<file path="config.mk">
export PLATFORM = sky130hd
export DESIGN_NAME = dram_wb_arbiter
export DESIGN_NICKNAME = d
export VERILOG_FILES = /design/src/rtl/dram_arb_pkg.sv /design/src/rtl/rr_pick.sv /design/src/rtl/dram_wb_arbiter.sv
export SDC_FILE = /design/constraint.sdc
export NUM_CORES = 1
export LEC_CHECK = 0
export CORE_AREA = 3 3 762 764
export CTS_CLUSTER_SIZE = 20
export DETAILED_ROUTE_END_ITERATION = 8
export DIE_AREA = 0 0 765 767
export PLACE_DENSITY_LB_ADDON = 0.15
export SYNTH_ARGS = -nofsm -noshare
export SYNTH_HDL_FRONTEND = slang
export SYNTH_HIERARCHICAL = 1
export SYNTH_SLANG_ARGS = --single-unit
</file>
<file path="constraint.sdc">
create_clock -name sys_clk -period 7.4 [get_ports sys_clk]
set_clock_uncertainty 0.1 [all_clocks]
set_input_delay 1.48 -clock sys_clk [delete_from_list [all_inputs] [get_ports sys_clk]]
set_output_delay 1.48 -clock sys_clk [all_outputs]
set_load 0.05 [all_outputs]
</file>
<file path="src/rtl/dram_arb_pkg.sv">
`default_nettype none
// ============================================================================
// Module   : dram_arb_pkg
// Purpose  : Shared FSM state, request record and default widths for the
//            DRAM Wishbone arbiter.
// Revision : 1.0
// ============================================================================
package dram_arb_pkg;

   localparam int DEF_WORD_SIZE  = 256;
   localparam int DEF_ADDR_WIDTH = 32;

   typedef enum logic [1:0] {
      IDLE = 2'd0,
      BUSY = 2'd1,
      RESP = 2'd2
   } arb_state_t;

   typedef struct packed {
      logic                      we;
      logic [DEF_ADDR_WIDTH-1:0] addr;
      logic [DEF_WORD_SIZE-1:0]  data;
   } arb_req_t;

endpackage
`default_nettype wire

</file>
<file path="src/rtl/rr_pick.sv">
`default_nettype none
// ============================================================================
// Module   : rr_pick
// Purpose  : Combinational round-robin picker; first requester after
//            last_grant, found by rotate / priority-encode / un-rotate.
// Revision : 1.0
// ============================================================================
module rr_pick #(
   parameter int N = 4
) (
   input  logic [N-1:0]         i_req,
   input  logic [$clog2(N)-1:0] i_last_grant,
   output logic                 o_valid,
   output logic [$clog2(N)-1:0] o_idx
);

   localparam int IW = $clog2(N);

   logic [IW-1:0] w_sh;
   logic [N-1:0]  w_rot;
   logic [IW-1:0] w_off;
   logic [IW:0]   w_sum;

   // Rotation start is last_grant+1, wrapped so non-power-of-two N works.
   assign w_sh  = (i_last_grant == IW'(N-1)) ? '0 : i_last_grant + 1'b1;
   assign w_rot = N'({i_req, i_req} >> w_sh);

   always_comb begin
      w_off = '0;
      for (int k = N-1; k >= 0; k--) begin
         if (w_rot[k]) begin
            w_off = IW'(k);
         end
      end
   end

   assign w_sum   = {1'b0, w_off} + {1'b0, w_sh};
   assign o_idx   = (w_sum >= (IW+1)'(N)) ? IW'(w_sum - (IW+1)'(N)) : IW'(w_sum);
   assign o_valid = |i_req;

endmodule
`default_nettype wire

</file>
<file path="src/rtl/dram_wb_arbiter.sv">
`default_nettype none
// ============================================================================
// Module   : dram_wb_arbiter
// Purpose  : Round-robin Wishbone arbiter sharing the DRAM wrapper slave port
//            among NUM_MASTERS requesters; one transaction at a time.
// Revision : 1.0
// ============================================================================
module dram_wb_arbiter
   import dram_arb_pkg::*;
#(
   parameter int NUM_MASTERS = 4,
   parameter int WORD_SIZE   = DEF_WORD_SIZE,
   parameter int ADDR_WIDTH  = DEF_ADDR_WIDTH
) (
   input  logic                                   sys_clk,
   input  logic                                   rst_n,
   input  logic                                   init_i,
   input  logic [NUM_MASTERS-1:0]                 s_cyc_i,
   input  logic [NUM_MASTERS-1:0]                 s_stb_i,
   input  logic [NUM_MASTERS-1:0]                 s_we_i,
   input  logic [NUM_MASTERS-1:0][ADDR_WIDTH-1:0] s_addr_i,
   input  logic [NUM_MASTERS-1:0][WORD_SIZE-1:0]  s_data_i,
   output logic [WORD_SIZE-1:0]                   s_data_o,
   output logic [NUM_MASTERS-1:0]                 s_ack_o,
   output logic                                   m_cyc_o,
   output logic                                   m_stb_o,
   output logic                                   m_we_o,
   output logic [ADDR_WIDTH-1:0]                  m_addr_o,
   output logic [WORD_SIZE-1:0]                   m_data_o,
   input  logic [WORD_SIZE-1:0]                   m_data_i,
   input  logic                                   m_ack_i,
   output logic [$clog2(NUM_MASTERS)-1:0]         grant_o,
   output logic                                   busy_o
);

   localparam int GW = $clog2(NUM_MASTERS);

   arb_state_t           r_state;
   logic [GW-1:0]        r_grant;
   logic [GW-1:0]        r_last;
   logic [NUM_MASTERS-1:0] w_req;
   logic                 w_valid;
   logic [GW-1:0]        w_idx;

   assign w_req   = s_cyc_i & s_stb_i;
   assign grant_o = r_grant;

   rr_pick #(
      .N (NUM_MASTERS)
   ) u_pick (
      .i_req        (w_req),
      .i_last_grant (r_last),
      .o_valid      (w_valid),
      .o_idx        (w_idx)
   );

   always_ff @(posedge sys_clk or negedge rst_n) begin
      if (!rst_n) begin
         r_state  <= IDLE;
         r_grant  <= '0;
         r_last   <= GW'(NUM_MASTERS-1);
         m_cyc_o  <= 1'b0;
         m_stb_o  <= 1'b0;
         m_we_o   <= 1'b0;
         m_addr_o <= '0;
         m_data_o <= '0;
         s_ack_o  <= '0;
         s_data_o <= '0;
         busy_o   <= 1'b0;
      end else begin
         case (r_state)
            IDLE: begin
               if (init_i && w_valid) begin
                  r_grant  <= w_idx;
                  m_we_o   <= s_we_i[w_idx];
                  m_addr_o <= s_addr_i[w_idx];
                  m_data_o <= s_data_i[w_idx];
                  m_cyc_o  <= 1'b1;
                  m_stb_o  <= 1'b1;
                  busy_o   <= 1'b1;
                  r_state  <= BUSY;
               end
            end
            BUSY: begin
               if (m_ack_i) begin
                  m_cyc_o  <= 1'b0;
                  m_stb_o  <= 1'b0;
                  m_we_o   <= 1'b0;
                  s_data_o <= m_data_i;
                  // An aborted master gets no ack; the response is dropped.
                  if (s_cyc_i[r_grant]) begin
                     s_ack_o <= NUM_MASTERS'(1) << r_grant;
                  end
                  r_last  <= r_grant;
                  r_state <= RESP;
               end
            end
            RESP: begin
               // Read data is only presented alongside its ack.
               s_ack_o  <= '0;
               s_data_o <= '0;
               busy_o   <= 1'b0;
               r_state  <= IDLE;
            end
            default: begin
               r_state <= IDLE;
            end
         endcase
      end
   end

endmodule
`default_nettype wire

</file>
==> out/metrics.cfg <==
[yosys]
synth_area_um2=28250
async_reset_ff_share_pct=100.0
ys.flop_type=dfrtp_1
synth-seq-cells=557
syn-num-nets=3587
ys_seq_area_share_pct=49.35
avgSynthCellArea_um2=13.07
synth_warnings=6
syn_inst=2161
yosys.cell_types.count=39
synth-edff-count=0

[timing]
finalMaxSlewViolations=0
max_slew_margin_pct=15.23
layout_setup_ws_ns=2.025
setup_violations=0
max_freq_ghz=0.1861
period_minus_slack_ns=5.375
rsz0062_at_grt=false
worst_pin_slew_ns=1.268
hold_violations=0
post-route-period-util_pct=72.63
fin_setup_tns_ns=0

[floorplanning]
initial_utilization_pct=4.925
die_y_um=767
pin_count=1978
coreArea_um2=573600
die-area_um2=586800
die_x_um=765
core.rowCount=278

[global_routing]
track_usage_pct=15.42
grt_pass1_wl_mm=548.2
overflow=0
grt_pass1_vias=32355
grt_max_degree=137
antenna_found_initial=551

[clock_network]
clockBufferDepth=4
cts-resized-gates=0
cts_num_sinks=557
cts_inserted_buffers=102
clock-root-buffer=clkbuf_16
postCtsSetupBuffers=0
clk_latency_ns=0.87
postCtsHoldBufs=0
cts_tree=built
cts_max_level=3
cts.clk_slew.worst_paths_ns=0.06

[drt]
via_per_inst=2.648
ant_nets=0
routed_wl_mm=469.6
wl_per_cell_um=39.71
drt_first_pass_iters=5
drc_errors=0
vias=31317
first_iter_violations=2115

[worst_setup_path]
critPathCaptureType=register
rr_worst_depth=12
timing.reg2reg.setup_slack_ns=2.34
path_cells=clkdlybuf4s50_1 -> and2_1 -> o21bai_1 -> a21oi_1 -> a211oi_1 -> a31oi_1 -> ha_4 -> xor2_1 -> xnor2_2 -> buf_12 -> buf_12 -> mux4_2 -> mux2_2
critPathMaxFanout=95
critical_path_class=primary input to register
cp.arrival_ns=5.94
cp_slowest_stage_delay_ns=0.55
cp.required_ns=7.96
slowest_stage=a31oi_1
start_kind=primary input
cpMostUsedCell=buf_12

[run_status]
status=finished, final reports clean

[cells_and_area]
fin_nets=5532
drive_above_1_share_pct=19.22
syn2layout_area_growth_pct=115.5

[placed_design]
place_hpwl_mm=418.8
portBuffers=1977
place_ws_ns=1.312
place_congestion=0.9299

[run]
max_cap_violations=0

[power]
p_leak_uw=0.02174
ir_drop_v=0.0008521
powerDensity_nw_per_um2=556.1

[min_path]
min_path_type=register to register
hold_depth=2

-- path summary, 6_finish.rpt --
kind	from	to
min reg2reg	r_last[1]$_DFFE_PN1P_	r_last[1]$_DFFE_PN1P_
max reg2reg	r_last[0]$_DFFE_PN1P_	m_data_o[208]$_DFFE_PN0P_
min in group asynchronous	rst_n	s_data_o[123]$_DFFE_PN0P_
max	s_cyc_i[0]	m_data_o[208]$_DFFE_PN0P_
max in group asynchronous	rst_n	m_data_o[91]$_DFFE_PN0P_
min	r_last[1]$_DFFE_PN1P_	r_last[1]$_DFFE_PN1P_
-- final cells by class --
type                       instances  area, um2
clock buffer                     148       2975
clock inverter                    22      317.8
sequential                       557      13940
multi-input combinational       1414      13460
inverter                           2      15.01
antenna                           95      237.7
fill                           65479     512700
tap                             7560       9459
timing repair buffer            2029      20460
-- per-layer routing --
layer | global-route usage, % | vias up | part of all wire, %
li1 | - | 11969 | -
met1 | 15.80 | 15708 | 35
met2 | 25.66 | 2382 | 46
met3 | 10.62 | 1062 | 15
met4 | 3.559 | 196 | 3.6
met5 | 0 | - | 0.28
-- cell usage after synthesis, types with 4 or more instances --
cell type | instances | area share (%)
a32o_1 | 4 | 0.14
and2_1 | 6 | 0.13
buf_1 | 19 | 0.25
buf_2 | 64 | 1.1
buf_6 | 12 | 0.48
clkbuf_1 | 92 | 1.2
dfrtp_1 | 555 | 49
mux2_2 | 290 | 12
mux4_2 | 289 | 23
nand2_1 | 528 | 7.0
nand2b_1 | 4 | 0.089
nand3_1 | 257 | 4.6
-- worst max-delay path: cells and delay by family --
family	cells	cell delay, ns
adders and majority gates	1	0.22
buffers and inverters	3	1.24
AOI/OAI and AO/OA	4	0.95
muxes	2	0.73
and+or+nand+nor	1	0.30
xor gates and xnor gates	2	0.52
-- through the flow --
stage	power (uW)	std cells	util, %	hold slack, ns	area (um2)
finish	33850	11827	10.61	0.3655	60870
global route	35720	11769	10.59	0.3972	60720
CTS	34860	11732	10.57	0.3673	60630
detailed placement	29440	11562	9.996	0.3578	57340
global placement	29420	11562	9.996	0.3516	57340
floorplan	18800	2161	-	0.3412	28250
-- registers in the layout, indices dropped and copies added (netlist names) --
signal / cells
grant_o: 2
m_stb_o: 1
s_data_o: 256
m_addr_o: 32
s_ack_o: 4
r_state: 2
busy_o: 1
m_we_o: 1
m_data_o: 256
r_last: 2
-- placed cells by master (no fill, tap or decap), types with 25 or more instances in the layout --
| cell | instances |
|---|---|
| buf_12 | 25 |
| mux2_2 | 290 |
| clkdlybuf4s50_1 | 1964 |
| mux4_2 | 289 |
| diode_2 | 95 |
| dfrtp_1 | 555 |
| clkbuf_8 | 25 |
| clkbuf_16 | 102 |
| nand3_1 | 257 |
| buf_4 | 35 |
| nand2_1 | 528 |
-- cells by family (layout without fill, tap and decap cells) --
family	count (synthesis)	in the layout	share of synthesized area, %
xor gates and xnor gates	2	2	0.06202
adders and majority gates	2	2	0.08857
AOI/OAI and AO/OA	21	21	0.5670
DFF	557	557	49.35
muxes	582	582	34.71
and+or+nand+nor	807	807	12.08
other	0	95	0
buffers and inverters	190	2201	3.140
-- where the power goes --
group	internal [uW]	switching, uW	leakage, uW
Sequential	4520	1100	0.00684
Combinational	8790	14400	0.0133
Clock	2960	2100	0.00162
Note: power is estimated with default switching activity, not from simulation.
